$ cat config.mk
export PLATFORM = sky130hd
export DESIGN_NAME = ps2_rx_decoder
export DESIGN_NICKNAME = d
export VERILOG_FILES = /design/src/rtl/ps2_rx_decoder.sv
export SDC_FILE = /design/constraint.sdc
export NUM_CORES = 1
export LEC_CHECK = 0
export BUFFER_PORTS_ARGS = -buffer_cell sky130_fd_sc_hd__buf_2
export CAP_MARGIN = 30
export CORE_MARGIN = 5
export CORE_UTILIZATION = 40
export DETAILED_ROUTE_END_ITERATION = 16
export GPL_TIMING_DRIVEN = 0
export PLACE_DENSITY = 0.53
export SETUP_SLACK_MARGIN = 0.5
export SYNTH_ARGS = -nofsm -noshare
export SYNTH_HDL_FRONTEND = slang
export SYNTH_SLANG_ARGS = --single-unit
$ cat constraint.sdc
create_clock -name clk -period 3.35 [get_ports clk]
set_clock_uncertainty 0.05 [all_clocks]
set_input_delay 0.5025 -clock clk [delete_from_list [all_inputs] [get_ports clk]]
set_output_delay 0.5025 -clock clk [all_outputs]
set_load 0.01 [all_outputs]
$ cat src/rtl/ps2_rx_decoder.sv
// PS/2 keyboard receiver: synchronise, glitch-filter, frame capture, E0/F0 prefix decode, event FIFO.
// Optional LED counter when PS2_RX_LED_EN is defined.
module ps2_rx_decoder #(
  parameter int CLK_DIV       = 250,
  parameter int TIMEOUT_TICKS = 4000,
  parameter int FILT_LEN      = 4,
  parameter int FIFO_DEPTH    = 4
) (
  input  logic       clk,
  input  logic       rst_n,
  input  logic       ps2_clk,
  input  logic       ps2_data,
  output logic       evt_valid,
  input  logic       evt_ready,
  output logic [7:0] evt_code,
  output logic       evt_ext,
  output logic       evt_rel,
  output logic       frame_err,
  output logic       ovf
`ifdef PS2_RX_LED_EN
  ,
  output logic [7:0] led
`endif
);

  localparam int DIV_W = $clog2(CLK_DIV);
  localparam int TO_W  = $clog2(TIMEOUT_TICKS + 1);
  localparam int FL_W  = $clog2(FILT_LEN + 1);
  localparam int AW    = $clog2(FIFO_DEPTH);

  typedef enum logic [1:0] {IDLE, RECV, CHECK} state_t;

  logic [DIV_W-1:0] div_reg;
  logic             tick;
  logic [1:0]       clk_sync_reg, data_sync_reg;
  logic             filt_reg;
  logic [FL_W-1:0]  filt_cnt_reg;
  logic             filt_flip, fall;

  assign tick = (div_reg == DIV_W'(CLK_DIV - 1));

  always_ff @(posedge clk or negedge rst_n) begin
    if (!rst_n) begin
      div_reg       <= '0;
      clk_sync_reg  <= 2'b11;
      data_sync_reg <= 2'b11;
    end else begin
      div_reg       <= tick ? '0 : div_reg + 1'b1;
      clk_sync_reg  <= {clk_sync_reg[0], ps2_clk};
      data_sync_reg <= {data_sync_reg[0], ps2_data};
    end
  end

  // The filtered clock flips on the FILT_LEN-th consecutive differing sample.
  assign filt_flip = tick && (clk_sync_reg[1] != filt_reg) &&
                     (filt_cnt_reg == FL_W'(FILT_LEN - 1));
  assign fall      = filt_flip && filt_reg;

  always_ff @(posedge clk or negedge rst_n) begin
    if (!rst_n) begin
      filt_reg     <= 1'b1;
      filt_cnt_reg <= '0;
    end else if (tick) begin
      if (clk_sync_reg[1] == filt_reg) begin
        filt_cnt_reg <= '0;
      end else if (filt_flip) begin
        filt_reg     <= clk_sync_reg[1];
        filt_cnt_reg <= '0;
      end else begin
        filt_cnt_reg <= filt_cnt_reg + 1'b1;
      end
    end
  end

  state_t           state_reg, state_next;
  logic [10:0]      shift_reg, shift_next;
  logic [3:0]       bit_cnt_reg, bit_cnt_next;
  logic [TO_W-1:0]  to_cnt_reg, to_cnt_next;
  logic             ext_reg, ext_next, rel_reg, rel_next;
  logic             frame_err_next, push_req, frame_ok;
  logic [7:0]       code;

  assign code     = shift_reg[8:1];
  assign frame_ok = !shift_reg[0] && shift_reg[10] && (^shift_reg[9:1]);

  always_comb begin
    state_next     = state_reg;
    shift_next     = shift_reg;
    bit_cnt_next   = bit_cnt_reg;
    to_cnt_next    = to_cnt_reg;
    ext_next       = ext_reg;
    rel_next       = rel_reg;
    frame_err_next = 1'b0;
    push_req       = 1'b0;
    case (state_reg)
      IDLE: begin
        if (fall) begin
          shift_next   = {data_sync_reg[1], shift_reg[10:1]};
          bit_cnt_next = 4'd1;
          to_cnt_next  = '0;
          state_next   = RECV;
        end
      end
      RECV: begin
        if (fall) begin
          shift_next   = {data_sync_reg[1], shift_reg[10:1]};
          bit_cnt_next = bit_cnt_reg + 4'd1;
          to_cnt_next  = '0;
          if (bit_cnt_reg == 4'd10) state_next = CHECK;
        end else if (to_cnt_reg == TO_W'(TIMEOUT_TICKS)) begin
          state_next     = IDLE;
          bit_cnt_next   = '0;
          frame_err_next = 1'b1;
        end else if (tick) begin
          to_cnt_next = to_cnt_reg + 1'b1;
        end
      end
      CHECK: begin
        state_next   = IDLE;
        bit_cnt_next = '0;
        if (!frame_ok) begin
          frame_err_next = 1'b1;
          ext_next       = 1'b0;
          rel_next       = 1'b0;
        end else if (code == 8'hE0) begin
          ext_next = 1'b1;
        end else if (code == 8'hF0) begin
          rel_next = 1'b1;
        end else begin
          push_req = 1'b1;
          ext_next = 1'b0;
          rel_next = 1'b0;
        end
      end
      default: state_next = IDLE;
    endcase
  end

  logic [9:0]  mem [FIFO_DEPTH];
  logic [AW:0] wr_ptr_reg, rd_ptr_reg;
  logic        empty, full, pop, push_ok, ovf_next;
  logic [9:0]  head;

  assign empty    = (wr_ptr_reg == rd_ptr_reg);
  assign full     = ((wr_ptr_reg - rd_ptr_reg) == (AW+1)'(FIFO_DEPTH));
  assign pop      = !empty && evt_ready;
  // A pop in the same cycle frees the slot, so a push on full is still accepted.
  assign push_ok  = push_req && (!full || pop);
  assign ovf_next = push_req && full && !pop;
  assign head     = mem[rd_ptr_reg[AW-1:0]];

  assign evt_valid = !empty;
  assign evt_code  = empty ? 8'h00 : head[9:2];
  assign evt_ext   = !empty && head[1];
  assign evt_rel   = !empty && head[0];

  always_ff @(posedge clk) begin
    if (push_ok) mem[wr_ptr_reg[AW-1:0]] <= {code, ext_reg, rel_reg};
  end

  always_ff @(posedge clk or negedge rst_n) begin
    if (!rst_n) begin
      state_reg   <= IDLE;
      shift_reg   <= '0;
      bit_cnt_reg <= '0;
      to_cnt_reg  <= '0;
      ext_reg     <= 1'b0;
      rel_reg     <= 1'b0;
      wr_ptr_reg  <= '0;
      rd_ptr_reg  <= '0;
      frame_err   <= 1'b0;
      ovf         <= 1'b0;
    end else begin
      state_reg   <= state_next;
      shift_reg   <= shift_next;
      bit_cnt_reg <= bit_cnt_next;
      to_cnt_reg  <= to_cnt_next;
      ext_reg     <= ext_next;
      rel_reg     <= rel_next;
      frame_err   <= frame_err_next;
      ovf         <= ovf_next;
      if (push_ok) wr_ptr_reg <= wr_ptr_reg + 1'b1;
      if (pop)     rd_ptr_reg <= rd_ptr_reg + 1'b1;
    end
  end

`ifdef PS2_RX_LED_EN
  // Counts on every decoded press, even when the FIFO drops it.
  always_ff @(posedge clk or negedge rst_n) begin
    if (!rst_n) begin
      led <= 8'h00;
    end else if (push_req && !rel_reg) begin
      if (code == 8'h75)      led <= led + 8'd1;
      else if (code == 8'h72) led <= led - 8'd1;
    end
  end
`endif

endmodule

# --- Word-level counts from Yosys, hierarchy flattened ---
# Memories as Yosys holds them, arrays and structs flattened.
# Index checks and enable logic that the tools add are counted.
word_totals:
  regBits: 55
  ram_bits: 40
  wordCells: 105
  n_memories: 1
op_classes:
  addsub: 7
  muxes: 34
  bitwise: 1
  reduce_logical: 28
  n_eq_ne: 19
memory_table:
  columns: ["memory", "words", "word_bits", "rd", "rd_clocked_by_memory_dff", "write_ports", "line_no", "rtl"]
  rows:
  - ["mem", 4, 10, 1, 0, 1, "139", "logic [9:0] mem [FIFO_DEPTH];"]
ops:
  columns: ["op", "count"]
  rows:
  - ["$mux 12", 4]
  - ["$eq 8x8->1 const B", 3]
  - ["$pmux 12 s2", 1]
  - ["$mux 8", 2]
  - ["$mux 1", 15]
  - ["$ne 3x3->1 const B", 5]
  - ["$add 12x1->12 const B", 1]
  - ["$eq 12x12->1 const B", 1]
  - ["$mux 4", 3]
  - ["$pmux 4 s3", 1]
  - ["$logic_and 1x1->1", 11]
  - ["$add 3x1->3 const B", 3]
  - ["$reduce_and 3->1", 3]
  - ["$reduce_xor 9->1", 1]
  - ["$add 8x1->8 const B", 1]
  - ["$mux 2", 4]
  - ["$mux 3", 2]
  - ["$reduce_and 2->1", 3]
  - ["$add 4x1->4 const B", 1]
  - ["$eq 4x4->1 const B", 1]
  - ["$logic_not 1->1", 4]
  - ["$ne 2x2->1 const B", 2]
  - ["$pmux 2 s2", 1]
  - ["$reduce_and 4->1", 1]
  - ["other kinds (15)", 15]

# --- Depth between registers and ports, before layout ---
# Gate-level depths: netlist (run 1).
depth:
  ltp_word: 8
  depth_mapped: 8
  mapped_depth_nobuf: 7

# --- Least setup slack after synthesis (run 1) ---
# Ideal clock, no wire load.
synth_path:
  kind: "flip-flop to flip-flop"
  from: "register shift_reg[3]"
  to: "memory mem[0][0] (enable)"
  n_path_buf: 0
  t_arrival_ns: 2.042
  path_slack_ns: 0.915
  setup_ns: 0.343
  stages_incl_launch_ff: 8
  period_less_slack_ns: 2.435
  path_cell_list: "dfrtp_1 inv_1 ha_1 xnor3_1 xnor2_2 nand3b_4 nor3_4 and2_1"
synth_between:
  elab_chain_len: 8
  word_cells_on_any_way: 11
  classes_between: "2 x eq/ne; 6 x mux; 3 x reduce/logical"
synth_rtl:
  columns: ["item", "line_no", "rtl"]
  rows:
  - ["from (decl)", "76", "logic [10:0] shift_reg, shift_next;"]
  - ["from (signal assigned)", "175", "shift_reg <= shift_next;"]
  - ["$eq 8x8->1", "127", "end else if (code == 8'hF0) begin"]
  - ["$mux 1", "127", null]
  - ["$mux 1", "125", "end else if (code == 8'hE0) begin"]
  - ["$mux 1 *", "121", "if (!frame_ok) begin"]
  - ["$mux 1 *", "95", "case (state_reg)"]
  - ["$logic_and 1x1->1 *", "148", "assign push_ok = push_req && (!full || pop);"]
  - ["$mux 1 *", "158", "if (push_ok) mem[wr_ptr_reg[AW-1:0]] <= {code, ext_reg, rel_reg};"]
  - ["$mux 1 (implied by the code) *", "158", null]
  - ["to (decl)", "139", null]
# Every way passes the cells marked *; elsewhere a longest branch is shown, timed or not.

# --- Final worst setup path (run 1) ---
layout_path:
  from: "register rd_ptr_reg[1]"
  to: "output port evt_code[7]"
layout_between:
  elab_chain_len: 2
  word_cells_on_any_way: 3
  classes_between: "1 x eq/ne; 1 x mux; 1 x memory"
layout_rtl:
  columns: ["item", "line_no", "rtl"]
  rows:
  - ["from (decl)", "140", "logic [AW:0] wr_ptr_reg, rd_ptr_reg;"]
  - ["from (signal assigned)", "183", "if (pop) rd_ptr_reg <= rd_ptr_reg + 1'b1;"]
  - ["$mem_v2 4x10 / $eq 3x3->1 (equally long branches)", null, null]
  - ["$mux 8 *", "153", "assign evt_code = empty ? 8'h00 : head[9:2];"]
  - ["to (decl)", "15", "output logic [7:0] evt_code,"]
# Marked as above.

==> flow_metrics.py, run 1 <==
metrics = {
    "outcome": {
        "status": "finished clean",
    },
    "global_route": {
        "grt_pass1_wl_um": 13700,
        "antenna_found_initial": 0,
        "grt_overflow": 0,
        "grt_usage_pct": 13.2,
        "first_global_vias": 2699,
        "grt_start_max_net_pins": 29,
    },
    "worst_setup_path": {
        "crit_start": "rd_ptr_reg[1]$_DFFE_PN0P_",
        "r2r_end": "mem[0][3]$_DFFE_PP_",
        "ff2ff_setup_slack_ns": 0.72,
        "r2r_cells": 7,
        "start_kind": "register",
        "crit_required_ns": 2.80,
        "timing.rr.start": "shift_reg[4]$_DFFE_PN0P_",
        "critPathKind": "register to output pin",
        "crit_arrival_ns": 2.10,
        "end_kind": "output pin",
        "cp_max_fo": 10,
    },
    "final_layout": {
        "largest_register_ffs": 40,
        "synthToLayoutAreaGrowth_pct": 13.4,
        "seqCellArea_um2": 2580,
        "drive_above_1_share_pct": 21.8,
        "nFillCells": 1020,
        "utilization_pct": 46.8,
        "final_nets": 408,
        "multi_input_area_um2": 1820,
        "antenna_cells": 0,
    },
    "cts": {
        "cts_inserted_buffers": 9,
        "cts-hold-fix-buffers": 0,
        "clk_latency_ns": 0.34,
        "root_buffer": "clkbuf_16",
        "cts_tree": "yes",
        "htreeDepth": 3,
        "clock_path_buffers": 2,
        "cts_sinks": 95,
        "clk_pin_slew_ns": 0.07,
    },
    "detailed_routing": {
        "drt_first_iter_violations": 122,
        "routedWlPerCell_um": 15.2,
        "dr.pass1.iters": 4,
        "drc": 0,
        "drt_wl_total_um": 8010,
        "ant_nets": 0,
        "num_vias": 2747,
        "via_per_inst": 5.22,
    },
    "logic_synthesis": {
        "syn_inst": 351,
        "syn_area_per_cell_um2": 12.9,
        "synth_top_flop_cell": "dfrtp_1",
        "ys_seq_elements": 95,
        "synth_area_leaders": "dfrtp_1 28%, edfxtp_1 26%, ha_1 6.1%",
        "yosysWarningCount": 0,
        "syn_area_um2": 4540,
        "synth-edff-count": 40,
        "synth_cell_types": 60,
        "synth_top_area_share_pct": 27.6,
        "yosysSeqAreaShare_pct": 57.0,
        "syn-num-nets": 378,
        "synth_area_leader_cell": "dfrtp_1",
        "async_flop_share_pct": 57.9,
    },
    "sta": {
        "setup_ws_ns": 0.698,
        "worst_pin_slew_ns": 0.742,
        "period_share_pct": 79.2,
        "hold-worst-slack_ns": 0.170,
        "finalSetupViolCount": 0,
        "setup_tns_ns": 0,
        "slew_headroom_pct": 50.5,
        "min_period_ns": 2.65,
        "max_freq_mhz": 377,
        "drv_slew": 0,
        "rsz0062_at_grt": "no",
        "hold_viol_final": 0,
    },
    "power": {
        "ir_drop_mv": 0.318,
        "p_leak_uw": 0.00218,
        "power.density_nw_per_um2": 491,
        "p_total_uw": 2530,
    },
    "floorplanning": {
        "core_um2": 11000,
        "die_w_um": 116,
        "fp-row-count": 38,
        "num_io_pins": 18,
        "die_h_um": 116,
        "dieArea_um2": 13600,
        "start_util_pct": 41.3,
    },
    "placement": {
        "port_buffers": 17,
        "post-place-ws_ns": 0.453,
        "dp.final_hpwl_um": 5580,
        "place_congestion": 0.781,
    },
    "worst_hold_path": {
        "min_path_type": "input port to async pin",
    },
    "flow_run": {
        "cap_violations": 0,
    },
}
[timing repair]
item                       4_1_cts  5_1_grt
setup buffers                    1        0
gates resized for setup          5        0
setup endpoints to repair       50        0
[cells by family after synthesis]
| group | Yosys count | share of synthesized area [%] |
|---|---|---|
| adder cells (fa/ha/maj) | 22 | 6.07 |
| AND/OR/NAND/NOR | 107 | 14.1 |
| buffers and inverters | 32 | 2.90 |
| multiplexers | 20 | 7.45 |
| XOR/XNOR | 14 | 3.17 |
| AO/OA/AOI/OAI | 61 | 9.32 |
| flip-flops | 95 | 57.0 |
[per-layer routing]
layer,global-route usage (%),routed length [um],vias to the layer above
met3,2.33,262,10
met5,0,0,-
met1,17.1,3750,1352
met2,21.5,3840,36
li1,-,-,1349
met4,6.03,163,0
[layout by cell type, fill, tap and decap left out, types with 3 or more instances in the layout]
| master | Yosys | final |
|---|---|---|
| a21oi_1 | 8 | 8 |
| a31oi_1 | 8 | 8 |
| a41oi_1 | 3 | 3 |
| and2_1 | 13 | 10 |
| and2_2 | 0 | 3 |
| and3_1 | 7 | 7 |
| buf_2 | 3 | 21 |
| clkbuf_1 | 3 | 3 |
| clkbuf_16 | 0 | 9 |
| dfrtp_1 | 50 | 50 |
| dfstp_2 | 5 | 5 |
| edfxtp_1 | 40 | 40 |
| ha_1 | 22 | 22 |
| inv_1 | 24 | 24 |
| mux2_2 | 9 | 9 |
| mux4_2 | 10 | 10 |
| nand2_1 | 29 | 29 |
| nand3_1 | 14 | 14 |
| nand3b_1 | 4 | 4 |
| nor2_1 | 16 | 16 |
| nor3_1 | 4 | 4 |
| o21ai_0 | 11 | 11 |
| o21ai_1 | 9 | 9 |
| o31ai_1 | 3 | 3 |
| xnor2_1 | 9 | 9 |
| xor2_1 | 3 | 3 |
[worst max-delay path, stage by stage, from the launching register on]
cell and delay [ns]:
dfrtp_1 0.40, buf_2 0.29, inv_1 0.08, ha_1 0.30, nand3_1 0.15, clkbuf_2 0.23, and2_1 0.17, buf_2 0.13
[per-stage QoR]
step           area (um^2)  cells
6_report              5140    526
2_1_floorplan         4540    351
4_1_cts               5140    526
3_5_place_dp          4820    509
5_1_grt               5140    526
3_3_place_gp          4800    508
[power breakdown]
part	internal (uW)	switching (uW)	leakage, uW	total [uW]
Sequential	1230	23.6	0.00119	1250
Combinational	106	138	0.000850	245
Clock	585	443	0.000144	1030
[worst max path at each step]
stage,cells past startpoint,slack (ns),end
final,7,0.70,evt_code[7]
after CTS,7,0.63,evt_code[7]
after global routing,7,0.53,evt_code[0]
after floorplan,7,0.92,mem[0][0]$_DFFE_PP_
after detailed placement,8,0.45,mem[0][3]$_DFFE_PP_
after global placement,6,0.48,mem[3][3]$_DFFE_PP_
[cells in the mapped netlist (all sizes together), types with 2 or more instances]
cell	number
mux4	10
nand4b	2
nor4	2
edfxtp	40
inv	24
a21oi	9
nor3	7
dfstp	5
xnor2	10
o31ai	4
nand2	30
dfrtp	50
o221ai	2
mux2	10
a41oi	3
a22o	2
and2	13
and3	8
o21ai	20
ha	22
a31oi	8
clkbuf	3
xor2	3
nand3b	5
nor2	17
or3	2
buf	5
nor2b	2
nand3	14
a211o	2
o211ai	2
[area by class of cell]
type	count	share of cell area, %
buffer	8	0.852
clock buffer	10	4.45
clock inverter	6	1.36
inverter	24	1.75
multi-input combinational	224	35.5
sequential	95	50.3
tap	140	3.41
timing repair buffer	19	2.43
Power figures use the tool's default switching activity.
==> run 2: changes to the inputs <==
- PLACE_DENSITY: 0.53 -> 0.55
- clock period: 3.35 -> 2.3 ns (I/O delays scaled with it)
==> run 2 against run 1 <==
The run now ends with negative setup slack left. Wire length grew 18%. Non-clock buffer count grew 55. Via count grew 12%. Die area is the same. Sequential share of layout area shrank 8.8 points. Register-to-register slack lost 0.80 ns. Clock power grew 57%. Largest power group unchanged.
==> flow_metrics.py, run 2 (same netlist as run 1, synthesis figures left out) <==
metrics = {
    "power": {
        "comb_power_share_pct": 17.7,
        "switching_power_uw": 1000,
        "p_seq_share_pct": 43.7,
        "p_leak_uw": 0.00263,
        "p_sw_share_pct": 23.9,
        "p_clk_share_pct": 38.6,
        "internal_power_uw": 3200,
        "power.density_nw_per_um2": 673,
        "ir_drop_mv": 0.662,
    },
    "detailed_routing": {
        "drt_wl_total_um": 9490,
        "wl_met3_um": 275,
        "via_per_inst": 5.27,
        "met1_length_um": 3990,
        "route.met2.wl_um": 5100,
        "routed.top_layer": "met4",
        "num_vias": 3078,
        "ant_nets": 0,
        "drc": 0,
        "dr.pass1.iters": 4,
        "routedWlPerCell_um": 16.3,
        "drt_first_iter_violations": 115,
    },
    "floorplanning": {
        "dieArea_um2": 13600,
        "fp-row-count": 38,
        "start_util_pct": 41.3,
        "die_w_um": 116,
        "die_h_um": 116,
        "num_io_pins": 18,
        "core_um2": 11000,
    },
    "worst_hold_path": {
        "min_path_type": "input port to async pin",
    },
    "placement": {
        "place_inst": 509,
        "port_buffers": 17,
        "place_congestion": 0.792,
        "dp.final_hpwl_um": 5450,
        "place_area_um2": 4830,
    },
    "global_route": {
        "grt_pass1_wl_um": 15400,
        "antenna_found_initial": 0,
        "grt_start_max_net_pins": 30,
        "grt_overflow": 0,
        "first_global_vias": 3091,
        "grt_usage_pct": 14.9,
    },
    "worst_setup_path": {
        "crit_arrival_ns": 2.56,
        "cp_max_fo": 8,
        "end_kind": "register",
        "slowest_delay_ns": 0.39,
        "ff2ff_setup_slack_ns": -0.08,
        "path_cells": "inv_2 -> ha_4 -> xnor3_1 -> xnor2_2 -> nand3b_4 -> nor3_4 -> buf_4 -> mux2_4",
        "start_kind": "register",
        "cp.buffers_inverters": 2,
        "critPathKind": "register to register",
        "crit_slowest_cell": "dfrtp_1",
        "cp_top_family": "XOR/XNOR gates",
        "crit_required_ns": 2.48,
    },
    "final_layout": {
        "finalInstanceArea_um2": 6240,
        "synthToLayoutAreaGrowth_pct": 37.5,
        "layout_commonest_cell": "dfrtp_1",
        "largest_register_ffs": 40,
        "final_nets": 466,
        "antenna_cells": 0,
        "layout_common_cells": "47 x dfrtp_1, 40 x edfxtp_1, 33 x buf_4, 32 x buf_6, 24 x nand2_1",
        "drive_above_1_share_pct": 46.4,
        "stdcell_count": 584,
    },
    "sta": {
        "period_share_pct": 103,
        "setup_ws_ns": -0.0777,
        "finalSetupViolCount": 35,
        "slew_headroom_pct": 49.8,
        "rsz0062_at_grt": "yes",
        "min_period_ns": 2.38,
        "hold_viol_final": 0,
        "worst_pin_slew_ns": 0.744,
        "max_freq_mhz": 421,
        "drv_slew": 0,
    },
    "cts": {
        "cts_inserted_buffers": 9,
        "cts_tree": "yes",
        "clk_pin_slew_ns": 0.07,
        "clock_path_buffers": 2,
        "clk_latency_ns": 0.34,
        "cts_sinks": 95,
        "htreeDepth": 3,
        "cts-hold-fix-buffers": 0,
        "root_buffer": "clkbuf_16",
    },
    "flow_run": {
        "cap_violations": 0,
    },
    "outcome": {
        "status": "complete, but fails checks",
        "violations": "negative setup slack",
    },
}
[run 2: changes by cell type in the layout (fill, tap and decap cells not counted), sizes merged]
| cell | before | now |
|---|---|---|
| and2 | 13 | 16 |
| buf | 24 | 80 |
| bufinv | 1 | 2 |
| clkbuf | 13 | 11 |
| clkinvlp | 1 | 0 |
| inv | 26 | 27 |
[run 2: area by class of cell]
cell class | instances | area, um^2
fillers | 910 | 4740
repair buffers | 74 | 721
plain buffers | 8 | 88.8
flip-flops and latches | 95 | 2590
clock inverters | 7 | 100
inverters | 24 | 90.1
clock buffers | 9 | 225
multi-input cells | 227 | 2250
well taps | 140 | 175
[run 2: worst paths after layout]
check	start	to	cells past startpoint
worst max-delay path	shift_reg[2]$_DFFE_PN0P_	wr_ptr_reg[1]$_DFFE_PN0N_	8
worst min-delay path	rst_n	shift_reg[1]$_DFFE_PN0P_	1
worst max register to register	shift_reg[2]$_DFFE_PN0P_	wr_ptr_reg[1]$_DFFE_PN0N_	8
worst min register to register	data_sync_reg[0]$_DFF_PN1_	data_sync_reg[1]$_DFF_PN1_	0
max in group asynchronous	rst_n	filt_reg$_DFFE_PN1P_	2
min in group clk	ps2_data	data_sync_reg[0]$_DFF_PN1_	1
[run 2: routing by layer]
metal  vias up  track usage, %
met1      1560            17.2
met3         9            3.42
li1       1470               -
met2        39            27.1
met4         0            4.80
met5         -               0
[run 2: repair_timing]
action / CTS / global route
cloned: 6 / 1
setup endpoints to repair: 88 / 89
buffers inserted: 36 / 16
pin swaps: 32 / 19
resized for setup: 84 / 53
[run 2: power by group through the flow]
stage          combinational, uW  clock, uW  sequential, uW
2_1_floorplan                266          0            1850
3_3_place_gp                 355          0            1860
3_5_place_dp                 366          0            1860
4_1_cts                      674       1660            1840
5_1_grt                      808       1720            1840
6_report                     742       1620            1840
[run 2: stage by stage]
step	setup WS, ns	hold slack (ns)	setup TNS [ns]	power (uW)	util (%)
3_5_place_dp	-0.561	0.298	-14.46	2230	44.0
4_1_cts	-0.116	0.0363	-3.56	4170	53.6
3_3_place_gp	-0.544	0.298	-13.71	2220	43.8
2_1_floorplan	-0.124	-0.000591	-1.70	2120	-
6_report	-0.0777	0.0116	-2.16	4200	56.8
5_1_grt	-0.157	0.0336	-5.40	4370	56.8
